## src/rtl/rr_port_scheduler_pkg.sv

```systemverilog
// Shared flit type, FSM encoding and default sizing for the round-robin port scheduler.
// Latency: none (types, constants and a helper function only).
// Backpressure: none.
package rr_port_scheduler_pkg;

    localparam int DEF_WIDTH   = 8;
    localparam int DEF_CREDITS = 4;

    // One flit as carried on a port: payload plus end-of-packet marker.
    typedef struct packed {
        logic [DEF_WIDTH-1:0] data;
        logic                 tail;
    } flit_t;

    typedef enum logic {
        ST_IDLE   = 1'b0,
        ST_LOCKED = 1'b1
    } sched_state_t;

    // Next requester index after idx, wrapping at n.
    function automatic int unsigned wrap_inc(input int unsigned idx, input int unsigned n);
        return (idx + 1 >= n) ? 0 : idx + 1;
    endfunction

endpackage

```

## src/rtl/rr_pick.sv

```systemverilog
// Round-robin picker: first set request bit at or above ptr, wrapping around.
// Latency: purely combinational.
// Backpressure: none; the caller decides whether the pick is used.
module rr_pick #(
    parameter int N  = 3,
    parameter int IW = 2
) (
    input  logic [N-1:0]  req,
    input  logic [IW-1:0] ptr,
    output logic [N-1:0]  gnt,
    output logic [IW-1:0] idx,
    output logic          any
);

    int j;

    // Walk the requesters starting at ptr and keep the first one that is asking.
    always_comb begin
        gnt = '0;
        idx = '0;
        any = 1'b0;
        j   = 0;
        for (int k = 0; k < N; k++) begin
            j = (int'(ptr) + k) % N;
            if (!any && req[j]) begin
                any    = 1'b1;
                gnt[j] = 1'b1;
                idx    = IW'(j);
            end
        end
    end

endmodule

```

## src/rtl/rr_port_scheduler.sv

```systemverilog
// Packet-granular round-robin scheduler of NUM_REQ requesters onto one credited output port.
// Latency: an accepted flit is presented on out_* the following cycle; one flit per cycle sustained.
// Backpressure: req_ready drops when credits run out or the output register is full and not draining.
module rr_port_scheduler
    import rr_port_scheduler_pkg::*;
#(
    parameter  int NUM_REQ = 3,
    parameter  int WIDTH   = DEF_WIDTH,
    parameter  int CREDITS = DEF_CREDITS,
    localparam int IW      = (NUM_REQ > 1) ? $clog2(NUM_REQ) : 1
) (
    input  logic                     clk,
    input  logic                     rst_n,
    input  logic [NUM_REQ-1:0]       req_valid,
    input  logic [NUM_REQ*WIDTH-1:0] req_data,
    input  logic [NUM_REQ-1:0]       req_tail,
    output logic [NUM_REQ-1:0]       req_ready,
    output logic                     out_valid,
    output logic [WIDTH-1:0]         out_data,
    output logic                     out_tail,
    input  logic                     out_ready,
    input  logic                     credit_return,
    output logic                     credit_err,
    output logic [IW-1:0]            grant_id
);

    localparam int             CW       = $clog2(CREDITS + 1);
    localparam logic [CW-1:0]  CRED_MAX = CW'(CREDITS);

    sched_state_t       state;
    logic [IW-1:0]      rr_ptr;
    logic [CW-1:0]      credit_cnt;
    logic               can_accept;
    logic [NUM_REQ-1:0] pick_gnt;
    logic [IW-1:0]      pick_idx;
    logic               pick_any;
    logic [IW-1:0]      sel;
    logic               xfer;
    logic [WIDTH-1:0]   sel_data;
    logic               sel_tail;

    rr_pick #(
        .N  (NUM_REQ),
        .IW (IW)
    ) u_pick (
        .req (req_valid),
        .ptr (rr_ptr),
        .gnt (pick_gnt),
        .idx (pick_idx),
        .any (pick_any)
    );

    // A slot must exist downstream and the output register must be free or emptying this cycle.
    assign can_accept = (credit_cnt != '0) && (!out_valid || out_ready);

    // Idle: offer the round-robin winner. Locked: only the packet owner may move a flit.
    always_comb begin
        req_ready = '0;
        sel       = (state == ST_LOCKED) ? grant_id : pick_idx;
        if (rst_n && can_accept) begin
            if (state == ST_IDLE) begin
                req_ready = pick_gnt;
            end else begin
                req_ready[grant_id] = req_valid[grant_id];
            end
        end
    end

    assign xfer     = |(req_valid & req_ready);
    assign sel_data = req_data[int'(sel)*WIDTH +: WIDTH];
    assign sel_tail = req_tail[sel];

    // Output register: load on accept, otherwise empty once downstream takes the flit.
    always_ff @(posedge clk or negedge rst_n) begin
        if (!rst_n) begin
            out_valid <= 1'b0;
            out_data  <= '0;
            out_tail  <= 1'b0;
        end else if (xfer) begin
            out_valid <= 1'b1;
            out_data  <= sel_data;
            out_tail  <= sel_tail;
        end else if (out_ready) begin
            out_valid <= 1'b0;
        end
    end

    // Ownership FSM: lock on a non-tail head flit, release and advance the pointer on a tail.
    always_ff @(posedge clk or negedge rst_n) begin
        if (!rst_n) begin
            state    <= ST_IDLE;
            rr_ptr   <= '0;
            grant_id <= '0;
        end else if (xfer) begin
            if (state == ST_IDLE) begin
                grant_id <= pick_idx;
            end
            if (sel_tail) begin
                state  <= ST_IDLE;
                rr_ptr <= IW'(wrap_inc(32'(sel), NUM_REQ));
            end else begin
                state <= ST_LOCKED;
            end
        end
    end

    // Credit counter: spend on accept, refill on return, and flag a return with no slot owed.
    always_ff @(posedge clk or negedge rst_n) begin
        if (!rst_n) begin
            credit_cnt <= CRED_MAX;
            credit_err <= 1'b0;
        end else begin
            case ({xfer, credit_return})
                2'b10: credit_cnt <= credit_cnt - CW'(1);
                2'b01: begin
                    if (credit_cnt == CRED_MAX) begin
                        credit_err <= 1'b1;
                    end else begin
                        credit_cnt <= credit_cnt + CW'(1);
                    end
                end
                default: ;
            endcase
        end
    end

endmodule

```

## config.mk

```make
export PLATFORM = sky130hd
export DESIGN_NAME = rr_port_scheduler
export DESIGN_NICKNAME = d
export VERILOG_FILES = /design/src/rtl/rr_port_scheduler_pkg.sv /design/src/rtl/rr_pick.sv /design/src/rtl/rr_port_scheduler.sv
export SDC_FILE = /design/constraint.sdc
export NUM_CORES = 1
export LEC_CHECK = 0
export CAP_MARGIN = 10
export CORE_ASPECT_RATIO = 1.75
export CORE_MARGIN = 2
export CORE_UTILIZATION = 28
export CTS_CLUSTER_SIZE = 12
export DETAILED_ROUTE_END_ITERATION = 16
export GPL_ROUTABILITY_DRIVEN = 0
export MAX_ROUTING_LAYER = met4
export PLACE_DENSITY_LB_ADDON = 0.12
export SYNTH_ARGS = -nofsm -noshare
export SYNTH_HDL_FRONTEND = slang
export SYNTH_SLANG_ARGS = --single-unit
```

## constraint.sdc

```tcl
create_clock -name clk -period 6.1 [get_ports clk]
set_input_delay 1.22 -clock clk [delete_from_list [all_inputs] [get_ports clk]]
set_output_delay 1.22 -clock clk [all_outputs]
set_load 0.05 [all_outputs]
```

======== Word level (Yosys, flattened, before mapping) ========
Index checks and enable logic that the tools add are counted.
word-level totals
  output and inout port bits .............. 16
  input bits .............................. 34
  flip-flop bits (word level) ............. 19
  word-level logic and storage cells ...... 92
cells by class
  shift operators ......................... 1
  div/mod/pow operators ................... 3
  bitwise operators ....................... 4
  reductions and logical operators ........ 19
  order comparisons ....................... 10
  equality and inequality tests ........... 4
  $add $sub $neg .......................... 5
  multiplexer cells ....................... 38
operator list
  kind                     number
  $ge A32 B1 Y1 const B    3
  $lt A32 B4 Y1 const B    3
  $mod A32 B3 Y32 const B  2
  $mod A3 B3 Y32 const B   1
  $shiftx A24 B6 Y8        1
  $mux W3                  6
  $mux W1                  17
  $bmux W1 S2              5
  $mux W2                  5
  $demux W1 S2             4
  $logic_and A1 B1 Y1      8
  $add A2 B1 Y3 const B    2
  $and A3 B3 Y3            2
  $lt A2 B3 Y1 const B     2
  $or A3 B3 Y3             2
  $pmux W3 S2              1
  $reduce_and A2 Y1        3
  $reduce_bool A2 Y1       2
  $add A2 B2 Y3 const B    1
  $add A3 B1 Y3 const B    1
  $eq A3 B3 Y1 const B     1
  $ge A3 B2 Y1 const B     1
  $logic_not A1 Y1         3
  $reduce_bool A3 Y1       1
  other kinds (7)          7

======== Longest topological paths before layout ========
  depth after elaboration ................. 18
  gate-level depth with buffers ........... 15
  mapped depth without buffers ............ 12

======== Hierarchy ========
From an unflattened synthesis, not the netlist that was laid out.
second synthesis, totals
  cell total of the unflattened synthesis .. 177
  area, all modules ....................... 1,606.5 um^2
by module, submodules not included
  module             cells an instance  area each (um^2)  sequential area each (um^2)  instances
  rr_port_scheduler  125                1,224.9           476.7                        1
  rr_pick            52                 381.6             0.0                          1

======== Least setup slack after synthesis ========
OpenSTA, ideal clock, no wires.
  path kind ............................... input to output
  from .................................... in req_valid[1]
  to ...................................... out req_ready[1]
  path slack .............................. 1.705 ns
  path buffers ............................ 1
  data arrival time ....................... 3.175 ns
  required time ........................... 4.880 ns
  stages .................................. 5
  path through ............................ buf_2 > mux2i_4 > o21ai_2 > a211o_1 > a221oi_1
on the way
  cells in the longest elaborated chain, start to end .. 12
  elaborated cells on any way between the ends .. 25
  those cells by class .................... mux (18); bitwise (3); reduce/logical (4)
ends and longest elaborated chain
  item                                        RTL line                 source
  from (decl)                                 rr_port_scheduler.sv:14  input logic [NUM_REQ-1:0] req_valid,
  $bmux W1 S2                                 rr_pick.sv:25            if (!any && req[j]) begin
  $mux W1 (not written as such) (2 in a row)  rr_pick.sv:25
  $mux W1                                     rr_pick.sv:25
  $logic_not A1 Y1                            rr_pick.sv:25
  $logic_and A1 B1 Y1                         rr_pick.sv:25
  $mux W1                                     rr_pick.sv:25
  $logic_not A1 Y1                            rr_pick.sv:25
  $logic_and A1 B1 Y1                         rr_pick.sv:25
  $mux W3                                     rr_pick.sv:25
  $mux W3 (*)                                 rr_port_scheduler.sv:61  if (state == ST_IDLE) begin
  $mux W3 (*)                                 rr_port_scheduler.sv:60  if (rst_n && can_accept) begin
  to (decl)                                   rr_port_scheduler.sv:17  output logic [NUM_REQ-1:0] req_ready,
Mark *: on every way between the ends. The rest lies on a longest branch, timed or not. The select of a mux whose other input is x is not followed.

======== Final worst setup path ========
  from .................................... in req_valid[1]
  to ...................................... out req_ready[0]
The elaborated chain is that of the path after synthesis.

==> results.cfg <==
[floorplan]
full_die_area_mm2 = 0.00653
design.portCount = 50
die_h_um = 105
initial_core_util_pct = 28.5
core.rowCount = 37
die_x_um = 62.0
placeableCoreArea_mm2 = 0.00579

[synthesis]
mappedNetlistArea_mm2 = 0.00165
synthDistinctLibCells = 53
synth_area_leader_cell = sky130_fd_sc_hd__dfrtp_1
asyncSetResetFlopFracSynth_pct = 100
seq_cells_post_synth = 19
synthesis.nets = 215
synth.top_cell.area_share_pct = 27.4
syn_avg_cell_area_um2 = 9.36
synth.area.top_cells = sky130_fd_sc_hd__dfrtp_1 (27%), sky130_fd_sc_hd__mux2i_1 (7.3%), sky130_fd_sc_hd__mux2_4 (7.3%)
yosysSeqAreaShare_pct = 29.0
postSynthCellCount = 176
synth-edff-count = 0
synth_flop_cell = sky130_fd_sc_hd__dfrtp_1
yosysWarningCount = 0

[sta]
final.min_clock_period_ns = 5.01
finalSetupTns_ns = 0
tightestPinTransition_ns = 1.18
final-setup-viol-count = 0
maxSlewHeadroom_pct = 20.5
number_of_max_slew_violations_in_the_final_report = 0
finalHoldViolCount = 0
maxClockFrequency_mhz = 200
rsz0062_at_grt = no
final.period_utilization_pct = 82.1
skew_ns = 0.00824

[critical_path]
regToRegSetupSlack_ns = 2.56
start_kind = input pin
cp_cell_sequence = clkdlybuf4s50_1 -> nand2b_1 -> a41oi_2 -> o311ai_2 -> mux2i_1 -> a211oi_1 -> clkdlybuf4s50_1
worstSetupEndpointType = output port
kind_of_cell_with_the_highest_combined_delay_on_the_critical_path = buffers and inverters
critical_path.reg2reg.endpoint = credit_cnt[2]$_DFFE_PN1P_
worst_path_max_delay_cell = sky130_fd_sc_hd__clkdlybuf4s50_1
reg2reg_depth = 13
timing.critical_path.buf_inv = 2
cp.required_ns = 4.88
arrival_ns = 3.79
r2r_path_start = rr_ptr[0]$_DFFE_PN0P_
worst_path_largest_cell_delay_ns = 0.85
timing.critical_path.fanout_max = 11
timing.setup.critical_path_class = in -> out
crit_top_cell = sky130_fd_sc_hd__clkdlybuf4s50_1

[routing]
detail_route.drc_violations = 0
detail-route-antenna-nets = 0
drtIter0Drc = 65
vias = 1475
route.detailed.wl_per_inst_um = 15.1
wl_mm = 4.47
vias_per_cell = 4.98
detail_route.first_pass.iterations = 4

[global_route]
grt_pass1_vias = 1509
track_usage_pct = 15.2
antenna_violations_before_repair = 0
globalRoute.totalOverflow = 0
grt_max_degree = 26
first_pass_grt_wire_length_mm = 7.41

[clocking]
cts.hold.buffers_added = 0
clk_latency_ns = 0.26
clock-root-buffer = sky130_fd_sc_hd__clkbuf_8
cts_resized = 0
tritoncts = done
tritoncts_num_sinks = 19
setup_bufs_post_cts = 0
cts_htree_levels = 1
clk_transition_reported_paths_ns = 0.07
max-clock-path-buffers = 2
tritoncts.num_buffers = 3

[cells_and_area]
post_route_cells_drive_above_1_share_pct = 11.0
area_growth_pct = 33.7
n_diodes = 0
utilization_pct = 38.0
finalNetCount = 258

[place]
portBuffers = 49
detailed_place_hpwl_mm = 3.41

[power_and_ir_drop]
power.switching_uw = 647
ir_worst_vdd_uv = 285
power.share.clock_pct = 7.0
power.density_mw_per_mm2 = 582
comb_power_share_pct = 73.2
sw_frac_of_total_pct = 50.5
internal_power_uw = 634
seq_power_share_pct = 19.7
total_leakage_power_uw = 0.000903

[outcome]
run_status = finished, final reports clean

[worst_hold_path]
worst_hold_path.endpoint = credit_err$_DFFE_PN0P_
hold_path_depth = 1
hp-class = reg -> reg
hp-start = credit_err$_DFFE_PN0P_

[job]
max-cap-violations = 0
[per-stage QoR]
step           total power [uW]  setup slack (ns)  area [um^2]  instances  hold slack [ns]
2_1_floorplan               994              1.71         1650        176            0.516
3_3_place_gp               1200              1.07         2150        292            0.456
3_5_place_dp               1200              1.07         2150        292            0.467
4_1_cts                    1300              1.07         2200        296            0.488
5_1_grt                    1390             0.977         2200        296            0.523
6_report                   1280              1.09         2200        296            0.479
[area by class of cell]
type                    count  area (um^2)
inverters                  12         45.0
well taps                  78         97.6
clock buffers               3         41.3
fillers                   621         3590
flip-flops and latches     19          477
multi-input cells         131         1020
repair buffers             52          513
clock inverters             1         5.00
[worst register-to-register path, cell delays in order, from the launching register on]
cell and delay, ns:
sky130_fd_sc_hd__dfrtp_1 0.40, sky130_fd_sc_hd__inv_1 0.08, sky130_fd_sc_hd__ha_1 0.45, sky130_fd_sc_hd__mux2_2 0.39
sky130_fd_sc_hd__a22o_1 0.21, sky130_fd_sc_hd__o21ai_0 0.20, sky130_fd_sc_hd__a211o_1 0.17, sky130_fd_sc_hd__o311a_1 0.16
sky130_fd_sc_hd__buf_4 0.32, sky130_fd_sc_hd__nand2_1 0.12, sky130_fd_sc_hd__fa_1 0.43, sky130_fd_sc_hd__or3_1 0.32
sky130_fd_sc_hd__a21oi_1 0.16, sky130_fd_sc_hd__nor2_1 0.06
[power groups by stage]
stage / clock (uW) / sequential (uW) / combinational (uW)
finish: 89.8 / 253 / 939
global placement: 0 / 256 / 947
global route: 100 / 264 / 1020
detailed placement: 0 / 254 / 947
floorplan: 0 / 371 / 623
CTS: 94.7 / 254 / 949
[flip-flops by register name, indices dropped and copies added (netlist names)]
register    count
state           1
credit_err      1
rr_ptr          2
out_data        8
out_tail        1
credit_cnt      3
out_valid       1
grant_id        2
[cell usage after synthesis (all sizes together), types with 4 or more instances]
library cell,count
a21oi,9
buf,13
dfrtp,18
ha,4
inv,12
mux2,11
mux2i,13
nand2,14
nand2b,4
nor2,10
nor2b,6
o21ai,8
o2bb2ai,8
[per-layer routing]
metal | up-vias | GRT usage [%] | share of wire, %
li1 | 727 | - | -
met1 | 702 | 18.2 | 39
met2 | 40 | 25.5 | 57
met3 | 6 | 1.10 | 2.3
met4 | 0 | 5.47 | 1.7
met5 | - | - | 0
[logic make-up after synthesis]
family	share of synthesized area (%)
buf+inv	8.97
compound gates	24.5
flops	29.0
mux	18.0
fa+ha+maj	4.26
simple gates	15.3
[cells in the final DEF (no fill, tap or decap), types with 4 or more instances in the layout]
cell type                         count
sky130_fd_sc_hd__nor2b_1              6
sky130_fd_sc_hd__clkdlybuf4s50_1     49
sky130_fd_sc_hd__nand2_1             14
sky130_fd_sc_hd__o21ai_0              7
sky130_fd_sc_hd__mux2_4               8
sky130_fd_sc_hd__o2bb2ai_1            8
sky130_fd_sc_hd__nand2b_1             4
sky130_fd_sc_hd__ha_1                 4
sky130_fd_sc_hd__nor2_1              10
sky130_fd_sc_hd__inv_1               12
sky130_fd_sc_hd__mux2i_1             12
sky130_fd_sc_hd__dfrtp_1             18
sky130_fd_sc_hd__a21oi_1              9
[how the worst max path moves through the flow]
stage	start	endpoint	slack [ns]	cells past startpoint
6_report	req_valid[1]	req_ready[0]	1.09	7
4_1_cts	req_valid[1]	req_ready[0]	1.07	7
5_1_grt	req_valid[1]	req_ready[0]	0.98	7
3_3_place_gp	req_valid[1]	req_ready[0]	1.07	7
3_5_place_dp	req_valid[1]	req_ready[0]	1.07	7
2_1_floorplan	req_valid[1]	req_ready[1]	1.71	5
(Power assumes the default switching activity.)
